### src/rtl/ncejdtm200_dmi_bridge.sv
// DMI (JTAG TAP) to AHB-Lite single-word master bridge with sticky op-status.
// Define NCEJDTM200_DMI_TIMEOUT_EN to add the data-phase timeout and DRAIN state.
module ncejdtm200_dmi_bridge #(
  parameter int DMI_ADDR_BITS = 7,
  parameter int TIMEOUT_BITS  = 8
) (
  input  logic                      dmi_hclk,
  input  logic                      dmi_hresetn,
  input  logic                      tap_dmi_req,
  input  logic [DMI_ADDR_BITS+33:0] tap_dmi_data,
  input  logic                      tap_dmi_reset,
  output logic                      dmi_tap_ack,
  output logic [31:0]               dmi_tap_hrdata,
  output logic [1:0]                dmi_tap_resp,
  input  logic                      dmi_hready,
  input  logic                      dmi_hresp,
  input  logic [31:0]               dmi_hrdata,
  output logic [31:0]               dmi_haddr,
  output logic [1:0]                dmi_htrans,
  output logic                      dmi_hwrite,
  output logic [2:0]                dmi_hsize,
  output logic [2:0]                dmi_hburst,
  output logic [3:0]                dmi_hprot,
  output logic [31:0]               dmi_hwdata,
  output logic                      dmi_hsel
);

  localparam int REQ_W = DMI_ADDR_BITS + 34;

  localparam logic [1:0] OP_NOP   = 2'b00;
  localparam logic [1:0] OP_READ  = 2'b01;
  localparam logic [1:0] OP_WRITE = 2'b10;
  localparam logic [1:0] OP_RSV   = 2'b11;

  localparam logic [1:0] HTRANS_IDLE   = 2'b00;
  localparam logic [1:0] HTRANS_NONSEQ = 2'b10;

  localparam logic [1:0] RESP_OK     = 2'b00;
  localparam logic [1:0] RESP_FAILED = 2'b10;
`ifdef NCEJDTM200_DMI_TIMEOUT_EN
  localparam logic [1:0] RESP_BUSY   = 2'b11;
`endif

  typedef enum logic [2:0] {
    ST_IDLE,
    ST_ADDR,
    ST_DATA,
    ST_ACK,
    ST_DRAIN
  } state_e;

  if (DMI_ADDR_BITS < 1 || DMI_ADDR_BITS > 30) begin : g_addr_bits_check
    $error("DMI_ADDR_BITS must be in 1..30");
  end
  if (TIMEOUT_BITS < 2) begin : g_timeout_bits_check
    $error("TIMEOUT_BITS must be at least 2");
  end

  state_e             state_q, state_d;
  logic [1:0]         htrans_q, htrans_d;
  logic               ack_q, ack_d;
  logic [31:0]        hrdata_q, hrdata_d;
  logic [1:0]         resp_q, resp_d;
  logic [1:0]         sticky_q, sticky_d;
  logic [REQ_W-1:0]   req_q, req_d;

  logic [1:0]               new_op;
  logic [1:0]               lat_op;
  logic [DMI_ADDR_BITS-1:0] lat_addr;
  logic [31:0]              lat_data;

  assign new_op   = tap_dmi_data[1:0];
  assign lat_op   = req_q[1:0];
  assign lat_data = req_q[33:2];
  assign lat_addr = req_q[REQ_W-1:34];

`ifdef NCEJDTM200_DMI_TIMEOUT_EN
  logic [TIMEOUT_BITS-1:0] tmo_q, tmo_d;
  logic [TIMEOUT_BITS-1:0] tmo_inc;
  assign tmo_inc = tmo_q + TIMEOUT_BITS'(1);
`endif

  always_comb begin
    state_d  = state_q;
    htrans_d = htrans_q;
    ack_d    = ack_q;
    hrdata_d = hrdata_q;
    resp_d   = resp_q;
    req_d    = req_q;
    // dmireset clears sticky unless a new error is recorded this same cycle
    sticky_d = tap_dmi_reset ? 2'b00 : sticky_q;
`ifdef NCEJDTM200_DMI_TIMEOUT_EN
    tmo_d    = '0;
`endif

    case (state_q)
      ST_IDLE: begin
        if (tap_dmi_req && !ack_q && dmi_hready) begin
          if (new_op == OP_RSV) begin
            sticky_d = RESP_FAILED;
            resp_d   = RESP_FAILED;
            ack_d    = 1'b1;
            state_d  = ST_ACK;
          end else if (new_op == OP_NOP || sticky_q != 2'b00) begin
            resp_d  = sticky_q;
            ack_d   = 1'b1;
            state_d = ST_ACK;
          end else begin
            req_d    = tap_dmi_data;
            htrans_d = HTRANS_NONSEQ;
            state_d  = ST_ADDR;
          end
        end
      end

      ST_ADDR: begin
        if (dmi_hready) begin
          htrans_d = HTRANS_IDLE;
          state_d  = ST_DATA;
        end
      end

      ST_DATA: begin
        if (dmi_hready) begin
          if (dmi_hresp) begin
            sticky_d = RESP_FAILED;
            resp_d   = RESP_FAILED;
          end else begin
            resp_d = RESP_OK;
            if (lat_op == OP_READ) begin
              hrdata_d = dmi_hrdata;
            end
          end
          // a request withdrawn mid-transfer finishes on the bus silently
          if (tap_dmi_req) begin
            ack_d   = 1'b1;
            state_d = ST_ACK;
          end else begin
            state_d = ST_IDLE;
          end
        end
`ifdef NCEJDTM200_DMI_TIMEOUT_EN
        else begin
          tmo_d = tmo_inc;
          if (&tmo_inc) begin
            tmo_d    = '0;
            sticky_d = RESP_BUSY;
            resp_d   = RESP_BUSY;
            ack_d    = tap_dmi_req;
            state_d  = ST_DRAIN;
          end
        end
`endif
      end

      ST_ACK: begin
        if (!tap_dmi_req) begin
          ack_d   = 1'b0;
          state_d = ST_IDLE;
        end
      end

`ifdef NCEJDTM200_DMI_TIMEOUT_EN
      // the abandoned data phase must still retire before the bus is reused
      ST_DRAIN: begin
        if (dmi_hready) begin
          if (ack_q && tap_dmi_req) begin
            state_d = ST_ACK;
          end else begin
            ack_d   = 1'b0;
            state_d = ST_IDLE;
          end
        end
      end
`endif

      default: begin
        state_d  = ST_IDLE;
        htrans_d = HTRANS_IDLE;
        ack_d    = 1'b0;
      end
    endcase
  end

  always_ff @(posedge dmi_hclk or negedge dmi_hresetn) begin
    if (!dmi_hresetn) begin
      state_q  <= ST_IDLE;
      htrans_q <= HTRANS_IDLE;
      ack_q    <= 1'b0;
      hrdata_q <= '0;
      resp_q   <= '0;
      sticky_q <= '0;
      req_q    <= '0;
`ifdef NCEJDTM200_DMI_TIMEOUT_EN
      tmo_q    <= '0;
`endif
    end else begin
      state_q  <= state_d;
      htrans_q <= htrans_d;
      ack_q    <= ack_d;
      hrdata_q <= hrdata_d;
      resp_q   <= resp_d;
      sticky_q <= sticky_d;
      req_q    <= req_d;
`ifdef NCEJDTM200_DMI_TIMEOUT_EN
      tmo_q    <= tmo_d;
`endif
    end
  end

  assign dmi_tap_ack    = ack_q;
  assign dmi_tap_hrdata = hrdata_q;
  assign dmi_tap_resp   = resp_q;

  assign dmi_haddr  = 32'({lat_addr, 2'b00});
  assign dmi_htrans = htrans_q;
  assign dmi_hwrite = (lat_op == OP_WRITE);
  assign dmi_hwdata = lat_data;
  assign dmi_hsize  = 3'b010;
  assign dmi_hburst = 3'b000;
  assign dmi_hprot  = 4'b0001;
  assign dmi_hsel   = 1'b1;

endmodule
### config.mk
export PLATFORM = sky130hd
export DESIGN_NAME = ncejdtm200_dmi_bridge
export DESIGN_NICKNAME = d
export VERILOG_FILES = /design/src/rtl/ncejdtm200_dmi_bridge.sv
export SDC_FILE = /design/constraint.sdc
export NUM_CORES = 1
export LEC_CHECK = 0
export ABC_AREA = 1
export CORE_MARGIN = 2
export CORE_UTILIZATION = 38
export CTS_CLUSTER_SIZE = 12
export DETAILED_ROUTE_END_ITERATION = 6
export PLACE_DENSITY = 0.78
export SLEW_MARGIN = 20
export SYNTH_ARGS = -nofsm -noshare
export SYNTH_HDL_FRONTEND = slang
export SYNTH_SLANG_ARGS = --single-unit
### constraint.sdc
create_clock -name dmi_hclk -period 1.3 [get_ports dmi_hclk]
set_clock_uncertainty 0.1 [all_clocks]
set_input_delay 0.195 -clock dmi_hclk [delete_from_list [all_inputs] [get_ports dmi_hclk]]
set_output_delay 0.195 -clock dmi_hclk [all_outputs]
set_load 0.005 [all_outputs]
==> impl_metrics.tcl <==
set metrics [dict create \
    vias_per_cell 4.64 \
    synth_compound_area_share_pct 7.75 \
    crit_path_start_kind "flip-flop" \
    grt_max_degree 46 \
    period_minus_slack_ns 1.53 \
    synth.area.mux_share_pct 0 \
    synthSimpleGateAreaFrac_pct 21.3 \
    rrSetupSlack_ns -0.23 \
    power_density_nw_per_um2 1650 \
    wl_mm 12.6 \
    critPathArrivalTime_ns 1.66 \
    critPathCaptureType "flip-flop" \
    synth_top_cell_by_area "dfrtp_1" \
    synth_top_family_by_area "buffers and inverters" \
    antenna_found_initial 0 \
    path_max_fanout 7 \
    drive_above_1_share_pct 42.1 \
    rsz0062_at_grt "yes" \
    violations "setup timing" \
    drc 0 \
    area_delta_synth_final_pct 72.4 \
    pre_cts_slack_ns -0.573 \
    first_iter_violations 187 \
    grt_usage_pct 20.0 \
    rows 38 \
    setup_violations 79 \
    path_class "flip-flop to flip-flop" \
    yosys-top-cells-area "dfrtp_1, buf_4, nand2_1" \
    grt_pass1_wl_mm 18.0 \
    synth_top_area_share_pct 49.0 \
    clkSinkCount 81 \
    worstReg2RegStart "sticky_q[1]" \
    avgSynthCellArea_um2 8.78 \
    leakage_nw 3.62 \
    clk_path_buf_depth 2 \
    vias 3820 \
    cts_tree "built" \
    cts.clk_slew.worst_paths_ns 0.08 \
    fp.dieW_um 108 \
    cts_made_buffers 9 \
    ys_types 21 \
    synthXorXnorAreaFrac_pct 0 \
    hp-class "input pin to asynchronous set/reset pin" \
    start_util_pct 38.5 \
    synth_adder_area_share_pct 0 \
    dp_hpwl_mm 6.76 \
    startpoint "sticky_q[1]" \
    synth-seq-cells 81 \
    drt-pass1-iter-count 4 \
    die_height_um 108 \
    grt-ovfl-total 0 \
    grt_pass1_vias 3694 \
    gp_congestion 0.777 \
    coreArea_um2 10700 \
    max_freq_mhz 656 \
    final_core_util_pct 66.3 \
    hold_viol_final 0 \
    pin_count 192 \
    final_nets 758 \
    ys_seq_area_share_pct 49.0 \
    fin_ws_ns -0.226 \
    slew_violations 0 \
    clk_latency_ns 0.35 \
    antenna_cells 0 \
    required_ns 1.43 \
    reg2regPathDepth 8 \
    root_buffer "clkbuf_8" \
    cts_max_level 3 \
    syn-cell-area_um2 4140 \
    antenna_left 0 \
    r2r-end "req_q[3]" \
    ir_drop_v 0.000808 \
    min_period_over_period_pct 117 \
    wl_per_cell_um 15.2 \
    dieArea_um2 11700 \
    drv_cap 0 \
    place.port_buffers 154 \
    yosys_warnings 0 \
    syn_inst 471 \
    outcome "complete, but fails checks" \
]
## logic make-up (layout without fill, tap and decap cells)
group | count (synthesis) | in the layout
AOI/OAI and AO/OA | 40 | 40
buffers and inverters | 143 | 321
other | 2 | 37
and+or+nand+nor | 205 | 205
DFF | 81 | 81
## synth_stat cells
cell and instances:
conb_1 2, dfrtp_1 81, nand3_1 47, inv_1 46
nand2_2 1, buf_4 76, o21ai_2 32, nor2_4 3
buf_6 9, nor2_1 8, o21ai_0 6, clkbuf_1 3
inv_2 2, nor3_1 2, nand4_1 1, a21oi_1 2
nand4_4 1, nor2_2 1, nand2_1 140, nand3b_1 1
buf_2 7
## report_power, final
part           switching (mW)  internal [mW]  leakage [nW]  total [mW]
clock network           0.918          0.800        0.0928        1.72
logic                    2.63           3.36          2.46        5.99
registers               0.617           3.41          1.07        4.03
## worst max-delay path: stages, from the launching register on
cell and delay, ns:
dfrtp_1 0.41, nor2_2 0.14, nand2_2 0.09, nor2_4 0.12, buf_6 0.13, nand2_8 0.11, buf_12 0.17, nand2_2 0.08
nand2_2 0.06
## metal layers
metal	global-route usage (%)	share of wire [%]	up-vias
met2	35.6	53	174
met1	22.6	36	1856
met3	5.67	8.5	26
met5	0	0	-
met4	8.06	2.8	0
li1	-	-	1764
## cells in the final DEF (no fill, tap or decap), types with 3 or more instances in the layout
master,count
buf_2,3
clkdlybuf4s50_1,76
nand2_4,46
nand3_2,7
clkbuf_8,11
conb_1,37
nor2_2,3
nor2_1,3
nor2_4,6
nand2_1,62
inv_1,41
nand2_2,31
clkdlybuf4s15_1,50
buf_6,16
inv_2,5
buf_4,66
buf_16,14
nand3_1,38
o21ai_2,34
clkbuf_2,22
buf_12,6
dfrtp_1,79
## layout make-up
type / instances / area, µm²
fill: 841 / 3620
timing repair buffer: 257 / 2640
sequential: 81 / 2030
multi-input combinational: 282 / 1920
inverter: 48 / 186
tap: 140 / 175
clock buffer: 12 / 155
clock inverter: 4 / 26.3
## per-stage QoR
stage          total power [mW]  area [µm²]  instances  TNS (ns)  hold WS, ns
2_1_floorplan              6.30        4350        506     -1.76       -0.201
3_3_place_gp               7.97        5520        726    -31.14       0.0847
3_5_place_dp               8.16        5520        726    -34.08       0.0877
6_report                   11.7        7130        824    -11.55        0.259
5_1_grt                    12.5        7130        824    -16.43        0.279
4_1_cts                    10.9        6750        801     -9.52        0.265
## registers in the layout (all words and copies together), names as in the netlist
| name | flops |
|---|---|
| dmi_tap_ack | 1 |
| sticky_q | 2 |
| state_q | 2 |
| dmi_tap_resp | 2 |
| dmi_tap_hrdata | 32 |
| dmi_htrans | 1 |
| req_q | 41 |
## how the worst max path moves through the flow
stage / end / depth (start not counted)
floorplan: req_q[17] / 8
global placement: req_q[37] / 8
detailed placement: req_q[36] / 8
CTS: req_q[9] / 8
global route: req_q[23] / 8
finish: req_q[3] / 8
## repair_timing
item / CTS / global route
pin swaps: 13 / 12
cloned: 14 / 2
setup endpoints to repair: 157 / 120
hold buffers: 1 / 0
setup buffers: 44 / 24
hold endpoints to repair: 81 / 0
resized for setup: 258 / 112
Note: power is estimated with default switching activity, not from simulation.
